--- src/rtl/awgn_pkg.sv ---
// awgn_pkg: shared constants, FSM state type and round-robin index helper for the AWGN datapath.
package awgn_pkg;

    localparam logic [31:0] TAUS_S0_INIT  = 32'hE0E0E0E0;
    localparam logic [31:0] TAUS_S1_INIT  = 32'h0D0D0D0D;
    localparam logic [31:0] TAUS_S2_INIT  = 32'hAA00AA00;

    localparam logic [31:0] TAUS_S0_FLOOR = 32'h0000_0002;
    localparam logic [31:0] TAUS_S1_FLOOR = 32'h0000_0008;
    localparam logic [31:0] TAUS_S2_FLOOR = 32'h0000_0010;

    typedef enum logic {WARM, RUN} urng_sched_state_t;

    function automatic int rr_idx(input int p, input int i, input int n);
        return (p + i) % n;
    endfunction

endpackage

--- src/rtl/taus_step.sv ---
// taus_step: one combinational step of the three-component Tausworthe generator plus its output word.
module taus_step (
    input  logic [31:0] i_s0,
    input  logic [31:0] i_s1,
    input  logic [31:0] i_s2,
    output logic [31:0] o_s0,
    output logic [31:0] o_s1,
    output logic [31:0] o_s2,
    output logic [31:0] o_word
);

    assign o_s0   = ((i_s0 & 32'hFFFFFFFE) << 12) ^ (((i_s0 << 13) ^ i_s0) >> 19);
    assign o_s1   = ((i_s1 & 32'hFFFFFFF8) << 4)  ^ (((i_s1 << 2)  ^ i_s1) >> 25);
    assign o_s2   = ((i_s2 & 32'hFFFFFFF0) << 17) ^ (((i_s2 << 3)  ^ i_s2) >> 11);
    assign o_word = i_s0 ^ i_s1 ^ i_s2;

endmodule

--- src/rtl/urng_sched.sv ---
// urng_sched: round-robin scheduler sharing one Tausworthe generator among N_REQ requesters,
// with seed loading, warm-up discard and one generator advance per grant.
module urng_sched
    import awgn_pkg::*;
#(
    parameter int N_REQ  = 4,
    parameter int WARMUP = 8
) (
    input  logic                     clock,
    input  logic                     reset,
    input  logic                     seed_load,
    input  logic [31:0]              seed_s0,
    input  logic [31:0]              seed_s1,
    input  logic [31:0]              seed_s2,
    input  logic [N_REQ-1:0]         req,
    output logic [N_REQ-1:0]         gnt,
    output logic                     rand_valid,
    output logic [31:0]              rand_data,
    output logic [$clog2(N_REQ)-1:0] rand_id,
    output logic                     ready
);

    localparam int IW = $clog2(N_REQ);

    urng_sched_state_t r_state;
    logic [7:0]        r_cnt;
    logic [31:0]       r_s0, r_s1, r_s2;
    logic [IW-1:0]     r_ptr;
    logic [N_REQ-1:0]  r_gnt;
    logic              r_valid;
    logic [31:0]       r_data;
    logic [IW-1:0]     r_id;
    logic              r_ready;

    logic [31:0]       w_n0, w_n1, w_n2, w_word;
    logic              w_found;
    logic [IW-1:0]     w_cand, w_win, w_ptr_nxt;

    taus_step u_step (
        .i_s0  (r_s0),
        .i_s1  (r_s1),
        .i_s2  (r_s2),
        .o_s0  (w_n0),
        .o_s1  (w_n1),
        .o_s2  (w_n2),
        .o_word(w_word)
    );

    // Scan from the farthest offset down so the requester closest to r_ptr wins last.
    always_comb begin
        w_found = 1'b0;
        w_win   = '0;
        w_cand  = '0;
        for (int i = N_REQ - 1; i >= 0; i--) begin
            w_cand = IW'(rr_idx(int'(r_ptr), i, N_REQ));
            if (req[w_cand]) begin
                w_found = 1'b1;
                w_win   = w_cand;
            end
        end
        w_ptr_nxt = IW'(rr_idx(int'(w_win), 1, N_REQ));
    end

    always_ff @(posedge clock) begin
        if (reset) begin
            r_state <= WARM;
            r_cnt   <= 8'(WARMUP);
            r_s0    <= TAUS_S0_INIT;
            r_s1    <= TAUS_S1_INIT;
            r_s2    <= TAUS_S2_INIT;
            r_ptr   <= '0;
            r_gnt   <= '0;
            r_valid <= 1'b0;
            r_data  <= '0;
            r_id    <= '0;
            r_ready <= 1'b0;
        end else begin
            r_gnt   <= '0;
            r_valid <= 1'b0;
            if (seed_load) begin
                r_state <= WARM;
                r_cnt   <= 8'(WARMUP);
                r_s0    <= seed_s0 | TAUS_S0_FLOOR;
                r_s1    <= seed_s1 | TAUS_S1_FLOOR;
                r_s2    <= seed_s2 | TAUS_S2_FLOOR;
                r_ready <= 1'b0;
            end else if (r_state == WARM) begin
                if (r_cnt == 8'd0) begin
                    r_state <= RUN;
                    r_ready <= 1'b1;
                end else begin
                    r_s0  <= w_n0;
                    r_s1  <= w_n1;
                    r_s2  <= w_n2;
                    r_cnt <= r_cnt - 8'd1;
                end
            end else if (w_found) begin
                r_s0    <= w_n0;
                r_s1    <= w_n1;
                r_s2    <= w_n2;
                r_gnt   <= N_REQ'(1) << w_win;
                r_valid <= 1'b1;
                r_data  <= w_word;
                r_id    <= w_win;
                r_ptr   <= w_ptr_nxt;
            end
        end
    end

    assign gnt        = r_gnt;
    assign rand_valid = r_valid;
    assign rand_data  = r_data;
    assign rand_id    = r_id;
    assign ready      = r_ready;

endmodule

--- config.mk ---
export PLATFORM = sky130hd
export DESIGN_NAME = urng_sched
export DESIGN_NICKNAME = d
export VERILOG_FILES = /design/src/rtl/awgn_pkg.sv /design/src/rtl/taus_step.sv /design/src/rtl/urng_sched.sv
export SDC_FILE = /design/constraint.sdc
export NUM_CORES = 1
export LEC_CHECK = 0
export CORE_MARGIN = 8
export CORE_UTILIZATION = 35
export CTS_CLUSTER_SIZE = 25
export DETAILED_ROUTE_END_ITERATION = 16
export SLEW_MARGIN = 5
export SYNTH_ARGS = -nofsm -noshare
export SYNTH_HDL_FRONTEND = slang
export SYNTH_SLANG_ARGS = --single-unit
--- constraint.sdc ---
create_clock -name clock -period 2.5 [get_ports clock]
set_clock_uncertainty 0.05 [all_clocks]
set_input_delay 0.25 -clock clock [delete_from_list [all_inputs] [get_ports clock]]
set_output_delay 0.25 -clock clock [all_outputs]
set_load 0.02 [all_outputs]
==> flow_summary.json, run 1 <==
{
  "outcome": "completed",
  "setup_violations": 0,
  "syn_inst": 907,
  "finish.utilization_pct": 46.4,
  "arrival_ns": 2.40,
  "antenna_left": 0,
  "io_pins": 143,
  "period_minus_slack_ns": 2.11,
  "cp_slowest_stage_delay_ns": 0.60,
  "antennaDiodeCount": 0,
  "synth.distinct_cells": 42,
  "slowest_stage": "or4_4",
  "core-area_sq_mm": 0.0211,
  "grt.total_usage_pct": 17.4,
  "p_sw_mw": 2.07,
  "worstMarginPinSlew_ns": 0.735,
  "cts_sinks": 147,
  "pwr-share-comb_pct": 21.7,
  "syn_area_per_cell_sq_um": 8.32,
  "crit_type": "reg -> reg",
  "worstSkewPairLatency_ns": 0.43,
  "synthesis.area_sq_mm": 0.00755,
  "worst_slack_ns": 0.390,
  "antenna_found_initial": 0,
  "clk_pin_slew_worst_paths_ns": 0.06,
  "ir_drop_uv": 435,
  "yosys_warnings": 0,
  "grt_overflow_total": 0,
  "ys_async_sr_fraction_pct": 0,
  "grt_max_degree": 109,
  "p_per_area_mw_per_mm2": 721,
  "synth_edf_count": 0,
  "period_share_pct": 84.4,
  "drt-total-wl_um": 23300,
  "max_slew_margin_pct": 51.0,
  "clkPwrFrac_pct": 37.9,
  "num_vias": 6608,
  "cp_common_cell": "a211oi_1",
  "post_cts_buffers": 0,
  "nets": 1117,
  "place_inst": 1268,
  "die-area_sq_mm": 0.0265,
  "drc": 0,
  "cts_resized": 0,
  "grt_pass1_wl_um": 35900,
  "cts_buffer_depth": 2,
  "num_rows": 53,
  "internal-power_mw": 4.98,
  "setup_tns_ns": 0,
  "power.leakage_nw": 3.67,
  "cts_hold_buf": 0,
  "grt_setup_unrepaired": "no",
  "die_h_um": 163,
  "gp_routability_congestion": 0.860,
  "vias_per_cell": 5.09,
  "firstDrtPassIters": 4,
  "cts_root_buf": "clkbuf_16",
  "pwr-share-seq_pct": 40.4,
  "crit_required_ns": 2.79,
  "path_cells": "or4_4 -> nor2_4 -> a22o_4 -> buf_12 -> a211oi_1 -> a211oi_1",
  "wl_per_cell_um": 17.9,
  "fill_cells": 2056,
  "crit_path_end_kind": "register",
  "grt_pass1_vias": 6288,
  "cts-htree-levels": 4,
  "initialDrtViolationCount": 468,
  "finalNonFillerCells": 1298,
  "max_freq_ghz": 0.474,
  "syn2layout_area_growth_pct": 29.6,
  "crit_fanout": 40,
  "dpl.hpwl_um": 17200,
  "synth_seq_cells": 147,
  "die_w_um": 163,
  "cts_buffers": 17,
  "hold_path_class": "in -> reg",
  "ys_seq_area_share_pct": 39.0,
  "portBuffers": 139,
  "synthesis.nets": 1012,
  "start_util_pct": 35.8,
  "cap_violations": 0,
  "critPathLaunchType": "register",
  "dpl_worst_slack_ns": 0.264,
  "drive_gt1_share_pct": 5.96,
  "slew_violations": 0,
  "synth_flop_cell": "dfxtp_1",
  "cts_tree": "yes",
  "swShare_pct": 29.4,
  "power_mw": 7.05,
  "finalHoldViolations": 0
}
==> cell type report <==
| type | count | area (sq um) | share of cell area (%) |
|---|---|---|---|
| Clock buffer | 22 | 484 | 4.95 |
| Timing Repair Buffer | 155 | 1620 | 16.6 |
| Sequential cell | 147 | 2940 | 30.1 |
| Inverter | 30 | 113 | 1.15 |
| Tap cell | 275 | 344 | 3.52 |
| Multi-Input combinational cell | 661 | 4150 | 42.4 |
| Clock inverter | 8 | 125 | 1.28 |
==> stage by stage <==
step | hold WS, ns | cell area (sq um)
6_report | 0.195 | 9780
5_1_grt | 0.205 | 9780
4_1_cts | 0.173 | 9780
3_5_place_dp | 0.394 | 9170
3_3_place_gp | 0.389 | 9170
2_1_floorplan | 0.326 | 7550
==> per-layer routing <==
metal  up-vias  routed length [um]  GRT usage, %
li1       3336                   -             -
met1      3084               11100          24.0
met2       170               10600          26.8
met3        18                1330          3.92
met4         0                 299          4.84
met5         -                   0             0
==> power groups by stage <==
stage / Combinational [mW] / Sequential [mW] / Clock [mW]
floorplan: 1.04 / 2.81 / 0
global placement: 1.51 / 2.89 / 0
detailed placement: 1.52 / 2.90 / 0
CTS: 1.53 / 2.85 / 2.71
global route: 1.66 / 2.87 / 2.82
finish: 1.53 / 2.85 / 2.67
==> cell families after synthesis <==
family / count (synthesis) / share of synthesized area (%)
and+or+nand+nor: 202 / 12.2
muxes: 48 / 6.37
xor gates and xnor gates: 110 / 12.8
adders and majority gates: 2 / 0.332
DFF: 147 / 39.0
AOI/OAI and AO/OA: 299 / 23.2
buffers and inverters: 99 / 6.12
==> worst max-delay path: cells and delay by family, from the launching register on <==
kind / cells / cell delay, ns
compound gates: 3 / 0.58
buf+inv: 1 / 0.24
simple gates: 2 / 0.77
flops: 1 / 0.36
==> final timing paths <==
kind | to | cells after the start | slack [ns] | startpoint
max | r_s1[22] | 6 | 0.39 | r_cnt[3]
min | r_s1[9] | 3 | 0.20 | seed_load
max reg2reg | r_s1[22] | 6 | 0.39 | r_cnt[3]
min reg2reg | rand_data[20] | 2 | 0.40 | rand_data[20]
==> sequential cells by signal (all words and copies together), names as in the netlist, 2 cells and up <==
register and cells:
rand_data 32, r_s0 32, rand_id 2, r_cnt 8, r_s2 32, gnt 4
r_ptr 2, r_s1 32
==> synth_stat cells, types with 2 or more instances <==
cell type	n	share of area [%]
o21ai_0	64	4.2
o21ai_1	23	1.5
nor3b_1	3	0.30
a31oi_1	7	0.58
buf_2	12	0.80
nor2_1	44	2.2
xor2_1	26	3.0
a311oi_2	3	0.60
dfxtp_1	147	39
inv_1	30	1.5
nand2b_1	5	0.41
xnor2_1	84	9.7
nor3_1	5	0.33
ha_1	2	0.33
clkbuf_1	40	2.0
and3_1	7	0.58
nor4_1	2	0.17
buf_1	4	0.20
buf_4	6	0.60
a311oi_1	8	0.93
a21oi_1	130	8.6
nand2_1	99	4.9
a211oi_1	49	4.9
buf_6	7	1.0
and2_1	5	0.41
mux2i_1	48	6.4
a21o_1	6	0.60
nor2b_1	24	2.0
or3_1	3	0.25
a21oi_2	2	0.23
==> placed cells by master (no fill, tap or decap), drive strengths merged, types with 31 or more instances in the layout <==
cell / count
o21ai: 87
a211oi: 50
nor2: 45
nand2: 99
dfxtp: 147
mux2i: 48
inv: 31
a21oi: 132
xnor2: 84
clkdlybuf4s50: 137
Power figures use the tool's default switching activity.
==> run 2: changes to the inputs <==
- clock period: 2.5 -> 1.8 ns (I/O delays scaled with it)
==> run 2 against run 1 <==
Fmax rose by 11%. Count of clock-buffer cells in the layout fell by 4. Setup slack got worse by 0.48 ns. The flow now finishes with violations (setup timing). Combinational power rose by 67%. Largest power group unchanged. Utilization rose by 4.0 points. Largest cell class unchanged.
==> flow_summary.json, run 2 (synthesis gave the netlist of run 1 again) <==
{
  "outcome": "finished, violations left",
  "violations": "setup timing",
  "drt-total-wl_um": 25400,
  "crit_fanout": 5,
  "finalHoldViolations": 0,
  "clk_pin_slew_worst_paths_ns": 0.06,
  "multi_input_area_sq_mm": 0.00440,
  "drc": 0,
  "nets": 1172,
  "grt_pass1_vias": 6712,
  "stdcell_area_sq_mm": 0.0106,
  "num_vias": 7024,
  "grt_overflow_total": 0,
  "start_util_pct": 35.8,
  "grt_setup_unrepaired": "yes",
  "hp-start": "reset",
  "layout_common_cells": "dfxtp_1, clkdlybuf4s50_1, a21oi_1",
  "crit_type": "reg -> reg",
  "die_h_um": 163,
  "grt_pass1_wl_um": 38200,
  "register_area_sq_mm": 0.00295,
  "vias_per_cell": 5.19,
  "ir_drop_uv": 586,
  "cts_sinks": 147,
  "setup_violations": 62,
  "period_share_pct": 105,
  "grt.total_usage_pct": 18.6,
  "crit_start": "r_cnt[4]",
  "slowest_stage": "or4_4",
  "cts-htree-levels": 4,
  "power.leakage_nw": 4.02,
  "worst_slack_ns": -0.0953,
  "cts_root_buf": "clkbuf_16",
  "cp_slowest_stage_delay_ns": 0.55,
  "reg2reg_slack_ns": -0.1,
  "die-area_sq_mm": 0.0265,
  "core-area_sq_mm": 0.0211,
  "portBuffers": 139,
  "r2r_cells": 7,
  "num_rows": 53,
  "firstDrtPassIters": 5,
  "slew_violations": 0,
  "io_pins": 143,
  "worstMarginPinSlew_ns": 0.501,
  "finish.utilization_pct": 50.3,
  "antenna_found_initial": 0,
  "cts_buffer_depth": 2,
  "cts_tree": "yes",
  "arrival_ns": 2.18,
  "die_w_um": 163,
  "syn2layout_area_growth_pct": 40.7,
  "wl_per_cell_um": 18.7,
  "antenna_left": 0,
  "crit_path_end_kind": "register",
  "hold_path_class": "in -> reg",
  "worstSkewPairLatency_ns": 0.43,
  "grt_max_degree": 63,
  "min_path_cells": 2,
  "p_per_area_mw_per_mm2": 945,
  "crit_required_ns": 2.09,
  "cts_buffers": 17,
  "cap_violations": 0,
  "dpl.hpwl_um": 18400,
  "placed_area_sq_mm": 0.00948,
  "antennaDiodeCount": 0,
  "critPathLaunchType": "register",
  "power_mw": 10.0,
  "max_freq_ghz": 0.528,
  "initialDrtViolationCount": 561,
  "path_cells": "or4_4 -> nor2_4 -> a22o_4 -> buf_12 -> buf_12 -> a211oi_1 -> a211oi_1",
  "gp_routability_congestion": 0.850,
  "max_slew_margin_pct": 66.3,
  "fill_cells": 2024,
  "reg2reg_from": "r_cnt[4]",
  "drive_gt1_share_pct": 14.9,
  "final_common_cell": "dfxtp_1",
  "r2r_end": "r_s0[28]",
  "period_minus_slack_ns": 1.90,
  "holdPathEnd": "rand_data[2]"
}
## run 2: through the flow
stage	hold WS, ns	instances	setup slack (ns)	setup TNS [ns]
after floorplan	0.256	907	0.0309	0
after global placement	0.389	1310	-0.238	-17.46
after detailed placement	0.394	1310	-0.243	-17.16
after CTS	0.120	1344	-0.0997	-1.45
after global routing	0.140	1354	-0.176	-8.62
final	0.124	1354	-0.0953	-3.03
## run 2: critical path, delay by kind of cell (launching register included)
family	cells	cell delay [ns]
AO/OA/AOI/OAI	3	0.47
buffers and inverters	2	0.25
flip-flops	1	0.32
AND/OR/NAND/NOR	2	0.71
## run 2: layout make-up
| type | instances | share of cell area, % |
|---|---|---|
| clock buffer | 18 | 4.04 |
| clock inverter | 13 | 1.30 |
| inverter | 30 | 1.06 |
| multi-input combinational | 661 | 41.4 |
| sequential | 147 | 27.7 |
| tap | 275 | 3.24 |
| timing repair buffer | 210 | 21.2 |
## run 2: worst max-delay path by stage
stage,to,slack [ns],cells past startpoint
2_1_floorplan,r_s2[21],0.03,6
3_3_place_gp,r_s2[14],-0.24,8
3_5_place_dp,r_s2[19],-0.24,8
4_1_cts,r_s1[29],-0.1,6
5_1_grt,r_s1[29],-0.18,6
6_report,r_s0[28],-0.1,7
## run 2: report_power, final
part | internal, mW | switching, mW
clock network | 2.03 | 1.46
registers | 3.56 | 0.423
logic | 1.31 | 1.24
## run 2: routing by layer
layer  part of all wire [%]  global-route usage (%)
met5                      0                       0
met4                    1.3                    5.13
met3                    7.0                    3.99
met2                     46                    29.4
met1                     45                    24.9
## run 2: repair_timing
| action | 4_1_cts | 5_1_grt |
|---|---|---|
| gates resized for setup | 13 | 83 |
| hold buffers | 0 | 0 |
| setup endpoints to repair | 52 | 84 |
| pin swaps | 10 | 39 |
| gates cloned | 1 | 5 |
| buffers inserted | 2 | 5 |
